$ cat src/rtl/timer_scheduler.sv
// Round-robin scheduler sharing one down-counting interval timer among NUM_REQ requesters.
// Optional feature: define TIMER_ABORT_EN to add an abort input that cancels a running timeout.
module timer_scheduler #(
  parameter int NUM_REQ = 4,
  parameter int CNT_W   = 16,
  parameter int IDX_W   = 2
) (
  input  logic                     clock,
  input  logic                     reset_n,
  input  logic [NUM_REQ-1:0]       req,
  input  logic [NUM_REQ*CNT_W-1:0] load_flat,
`ifdef TIMER_ABORT_EN
  input  logic                     abort,
`endif
  output logic [NUM_REQ-1:0]       grant,
  output logic [NUM_REQ-1:0]       done,
  output logic                     busy,
  output logic [CNT_W-1:0]         count,
  output logic [IDX_W-1:0]         owner
);

  typedef enum logic {
    IDLE = 1'b0,
    RUN  = 1'b1
  } state_e;

  state_e               state_q, state_d;
  logic [NUM_REQ-1:0]   grant_q, grant_d;
  logic [NUM_REQ-1:0]   done_q, done_d;
  logic                 busy_q, busy_d;
  logic [CNT_W-1:0]     count_q, count_d;
  logic [IDX_W-1:0]     owner_q, owner_d;
  logic [IDX_W-1:0]     last_q, last_d;

  logic [CNT_W-1:0]     load_arr [NUM_REQ];
  logic [IDX_W-1:0]     win;
  logic                 win_vld;

  always_comb begin
    for (int i = 0; i < NUM_REQ; i++) begin
      load_arr[i] = load_flat[i*CNT_W +: CNT_W];
    end
  end

  // Scan from the farthest slot back toward last_q+1 so the nearest asserted request wins.
  always_comb begin
    logic [IDX_W-1:0] idx;
    idx     = '0;
    win     = '0;
    win_vld = 1'b0;
    for (int k = NUM_REQ; k >= 1; k--) begin
      idx = IDX_W'((int'(last_q) + k) % NUM_REQ);
      if (req[idx]) begin
        win     = idx;
        win_vld = 1'b1;
      end
    end
  end

  // NOTE: every signal written here gets a default first, so no path leaves it unassigned and no latch is inferred.
  always_comb begin
    state_d = state_q;
    grant_d = grant_q;
    done_d  = '0;
    busy_d  = busy_q;
    count_d = count_q;
    owner_d = owner_q;
    last_d  = last_q;
    case (state_q)
      IDLE: begin
        if (win_vld) begin
          state_d      = RUN;
          grant_d      = '0;
          grant_d[win] = 1'b1;
          owner_d      = win;
          last_d       = win;
          count_d      = load_arr[win];
          busy_d       = 1'b1;
        end
      end
      RUN: begin
`ifdef TIMER_ABORT_EN
        if (abort) begin
          state_d = IDLE;
          grant_d = '0;
          busy_d  = 1'b0;
          count_d = '0;
        end else
`endif
        if (count_q == '0) begin
          state_d         = IDLE;
          done_d[owner_q] = 1'b1;
          grant_d         = '0;
          busy_d          = 1'b0;
        end else begin
          count_d = count_q - CNT_W'(1);
        end
      end
      default: state_d = IDLE;
    endcase
  end

  // NOTE: state registers use non-blocking assignments so every flop samples pre-edge values.
  always_ff @(posedge clock) begin
    if (!reset_n) begin
      state_q <= IDLE;
      grant_q <= '0;
      done_q  <= '0;
      busy_q  <= 1'b0;
      count_q <= '0;
      owner_q <= '0;
      last_q  <= IDX_W'(NUM_REQ - 1);
    end else begin
      state_q <= state_d;
      grant_q <= grant_d;
      done_q  <= done_d;
      busy_q  <= busy_d;
      count_q <= count_d;
      owner_q <= owner_d;
      last_q  <= last_d;
    end
  end

  assign grant = grant_q;
  assign done  = done_q;
  assign busy  = busy_q;
  assign count = count_q;
  assign owner = owner_q;

endmodule
$ cat config.mk
export PLATFORM = sky130hd
export DESIGN_NAME = timer_scheduler
export DESIGN_NICKNAME = d
export VERILOG_FILES = /design/src/rtl/timer_scheduler.sv
export SDC_FILE = /design/constraint.sdc
export NUM_CORES = 1
export LEC_CHECK = 0
export CORE_UTILIZATION = 44
export DETAILED_ROUTE_END_ITERATION = 8
export GPL_TIMING_DRIVEN = 0
export PLACE_DENSITY = 0.84
export SLEW_MARGIN = 20
export SYNTH_ARGS = -nofsm -noshare
export SYNTH_HDL_FRONTEND = slang
export SYNTH_SLANG_ARGS = --single-unit
$ cat constraint.sdc
create_clock -name clock -period 4.79 [get_ports clock]
set_input_delay 0.479 -clock clock [delete_from_list [all_inputs] [get_ports clock]]
set_output_delay 0.479 -clock clock [all_outputs]
set_load 0.02 [all_outputs]
Word level (Yosys, flattened, before mapping). Cells that the tools add are included.

Add/subtract/negate cells: 5. Order comparisons: 9. Equal/unequal tests: 3. Mux-type cells: 35. Bitwise logic cells: 2. Reductions and logical operators: 7.

Operators with widths (number): $mux W16 (4); $bmux W16 S2 (1); $pmux W16 S2 (1); $lt A2 B3 Y1 const B (6); $logic_not A16 Y1 (1); $sub A16 B1 Y16 const B (1); $mux W1 (14); $bmux W1 S2 (4); $mux W2 (4); $mux W4 (2); $pmux W4 S2 (1); $reduce_and A2 Y1 (3); $add A2 B1 Y2 const B (2); $add A2 B2 Y2 const B (2); $demux W1 S2 (2); $ge A2 B1 Y1 const B (2); $ne A2 B2 Y1 const B (2); $pmux W1 S2 (2); $ge A3 B3 Y1 const B (1); $not A2 Y3 (1); $reduce_and A3 Y1 (1); $logic_and A1 B1 Y1 (2); $ne A2 B1 Y1 const B (1); $not A1 Y1 (1).

Register bits: 30. Output and inout bits: 27. Word-level logic and storage cells: 68.

Depth between registers and ports, before layout.
Depth in word-level cells: 13. Depth in mapped cells: 8.

Worst setup path before layout. Ideal clock, no wire load.

Kind: flip-flop to flip-flop. Start: reg count_q[0] (netlist: count[0]). End: reg count_q[10] (netlist: count[10]). Arrival: 1833 ps. Data required time: 4663 ps. Slack: 2830 ps. Cell stages (with the launch flop): 9. Buffers on the path: 0. Cell sequence: dfxtp_1 inv_1 ha_1 or3b_1 nor2_1 nand2_1 a21oi_1 nor2_1 or3_1.

Longest elaborated chain between the ends: 3. Elaborated cells on any way between the ends: 6. Those cells by class: add/sub (1); eq/ne (1); mux (2); reduce/logical (2).

RTL lines: from (decl) (line 31) `logic [CNT_W-1:0] count_q, count_d;`; from (signal assigned) (line 118) `count_q <= count_d;`; $sub A16 B1 Y16 / $logic_not A16 Y1 (equally long branches) (line 96, 90); $mux W16 / $ne A2 B2 Y1 (equally long branches); $pmux W16 S2 / $reduce_and A2 Y1 (equally long branches).

Parallel ways exist; a longest one is shown, timed or not. The select of a mux whose other input is x is not followed. A chain may end at the register's enable or synchronous reset.

Worst setup path in the final report.
Start: in req[3]. End: reg count_q[2] (netlist: count[2]).

Longest elaborated chain between the ends: 12. Elaborated cells on any way between the ends: 24. Those cells by class: eq/ne (1); mux (21); bitwise (1); reduce/logical (1).

RTL lines: from (decl) (line 10) `input logic [NUM_REQ-1:0] req,`; $bmux W1 S2 (line 53) `if (req[idx]) begin`; $mux W1 (implied by the code) (line 53); $mux W2 (4 in a row) (line 53); $not A2 Y3 (implied by the code) (line 77) `count_d = load_arr[win];`; $bmux W16 S2 (line 77); $mux W16 (implied by the code) (2 in a row) (line 77); $mux W16 (line 71) `if (win_vld) begin`; $pmux W16 S2 (line 69) `case (state_q)`.

Parallel ways exist; a longest one is shown, timed or not. The select of a mux whose other input is x is not followed.

==> impl_metrics.json <==
{
  "diodes": 0,
  "setup_viol": 0,
  "synth_edf_count": 0,
  "grt_pass1_wl_microns": 10410,
  "fin_setup_tns_ps": 0,
  "drt_wl_total_microns": 6419,
  "path_max_fanout": 10,
  "clk_pin_slew_ps": 70,
  "core-area_sq_um": 4414,
  "p_seq_frac": 0.330,
  "status": "complete, no violations",
  "cp_data_arrival_time_ps": 2770,
  "mostFrequentLayoutCell": "clkdlybuf4s50_1",
  "first_pass_iters": 4,
  "postRouteAntennaNets": 0,
  "io_pins": 97,
  "via_per_inst": 5.767,
  "ys_dominant_reg_cell": "dfxtp_1",
  "mostFrequentLayoutCells": "clkdlybuf4s50_1 (96), mux2i_1 (33), dfxtp_1 (30)",
  "drc": 0,
  "cts_sinks": 30,
  "power.density_nw_per_um2": 315.9,
  "rsz0062_at_grt": "no",
  "final_util": 0.7163,
  "track_usage": 0.2686,
  "clk_latency_ps": 280,
  "die_area_sq_um": 4923,
  "port_buffers": 96,
  "cts-resized-gates": 0,
  "synthesis.nets": 318,
  "cts.hold.buffers_added": 0,
  "clockBufferDepth": 2,
  "grt_start_max_net_pins": 11,
  "irDropWorstVdd_mv": 0.1858,
  "worst_pin_slew_ps": 763.6,
  "synth_area_sq_um": 2044,
  "ys_warn_count": 0,
  "hold_violations": 0,
  "combPwrFrac": 0.457,
  "netSwitchingPower_mw": 0.3690,
  "wire_per_inst_microns": 15.93,
  "p_sw_frac": 0.3695,
  "antenna_found_initial": 0,
  "power_frac_clock": 0.213,
  "yosys.cell_types.count": 49,
  "async_reset_ff_frac": 0,
  "grt_pass1_vias": 2192,
  "cts_tree": "built",
  "min_period_ps": 2552,
  "via_count": 2324,
  "place_hpwl_microns": 4835,
  "max_freq_mhz": 391.8,
  "drt_first_iter_violations": 193,
  "startpoint_type": "input port",
  "ys_seq_area_frac": 0.2938,
  "syn_to_final_growth_pct": 54.65,
  "final_layout_size_suffix_gt1_frac": 0.07123,
  "die_x_microns": 70.17,
  "leakagePower_nw": 1.239,
  "p_int_mw": 0.6298,
  "numCtsBuffers": 5,
  "finish.net_count": 421,
  "post-cts-setup-buffers": 0,
  "synth.avg_cell_area_sq_um": 8.277,
  "place.gp.congestion": 0.9239,
  "hp-class": "register to register",
  "htree_levels": 2,
  "start_util": 0.4632,
  "cap_violations": 0,
  "slew_headroom": 0.4910,
  "period_share": 0.5328,
  "cp.required_ps": 5000,
  "final_max_slew_viol_count": 0,
  "grt-ovfl-total": 0,
  "fp-row-count": 24,
  "chipHeight_microns": 70.17,
  "netlist_instances": 247,
  "root_buffer": "clkbuf_8",
  "worstSetupEndpointType": "register",
  "fin_skew_ps": 7.617,
  "crit_type": "input port to register",
  "ys_seq_elements": 30
}
cells in the mapped netlist (all sizes together) (4+ instances only):
library cell  count  area, sq um
o22ai             8        50.05
buf               4        27.52
a21oi            13        68.82
nor2b             5        31.28
mux2              8        90.09
o31ai             5        37.54
nor3              8        40.04
inv               6        22.52
or3               6        47.54
o21ai            16        83.83
mux2i            33        330.3
nand2            24        90.09
nand2b            6        37.54
dfxtp            30        600.6
nor2             15        63.81
and2              4        25.02
clkbuf            8        30.03
nand3             6        30.03
registers in the layout (all words and copies together), names as in the netlist:
register and flops:
grant 4, last_q 2, count 16, state_q 1
done 4, owner 2, busy 1
routing by layer:
layer / vias to the layer above / GRT usage / part of all wire
met5: - / 0 / 0
met4: 0 / 0.1156 / 0.023
met3: 16 / 0.06638 / 0.091
met2: 112 / 0.4380 / 0.48
met1: 1071 / 0.3351 / 0.41
li1: 1125 / - / -
per-stage QoR:
step | hold slack [ps] | setup slack [ps] | power, mW | instance area (sq um) | cells
2_1_floorplan | 503.4 | 2830 | 0.6012 | 2044 | 247
3_3_place_gp | 498.5 | 2050 | 0.7775 | 3070 | 395
3_5_place_dp | 499.6 | 2005 | 0.7841 | 3070 | 395
4_1_cts | 524.1 | 2295 | 0.9961 | 3162 | 403
5_1_grt | 550.8 | 2128 | 1.051 | 3162 | 403
6_report | 519.6 | 2238 | 0.9988 | 3162 | 403
power by group through the flow:
stage	clock network (mW)	logic [mW]	registers (mW)
floorplan	0	0.239	0.362
global placement	0	0.446	0.331
detailed placement	0	0.451	0.333
CTS	0.213	0.455	0.328
global route	0.226	0.490	0.335
finish	0.212	0.457	0.329
worst max-delay path, cell delays in order:
cell and delay [ps]:
clkdlybuf4s50_1 520, nand3b_1 90, a31oi_1 490, clkbuf_1 640, mux2_2 410, o21ai_1 130
worst paths after layout:
path,startpoint,to,slack (ps),depth (start not counted)
worst min-delay path,owner[1]$_SDFFE_PN0P_,done[0]$_SDFF_PN0_,520,1
worst max-delay path,req[3],count[2]$_SDFFE_PN0P_,2240,6
worst max register to register,last_q[1]$_SDFFE_PN1P_,count[2]$_SDFFE_PN0P_,2520,5
worst min register to register,owner[1]$_SDFFE_PN0P_,done[0]$_SDFF_PN0_,520,1
kinds of logic after synthesis:
logic type	count (synthesis)	share of synthesized area
muxes	41	0.2056
AOI/OAI and AO/OA	68	0.2197
buffers and inverters	18	0.03916
DFF	30	0.2938
and+or+nand+nor	89	0.2356
adders and majority gates	1	0.006119
cell type report:
class	count	area, sq um
Buffer	12	57.56
Fill cell	369	1252
Clock buffer	7	86.33
Clock inverter	1	5.005
Timing Repair Buffer	96	960.9
Sequential cell	30	600.6
Multi-Input combinational cell	199	1364
Tap cell	52	65.06
Inverter	6	22.52
(Power assumes the default switching activity.)
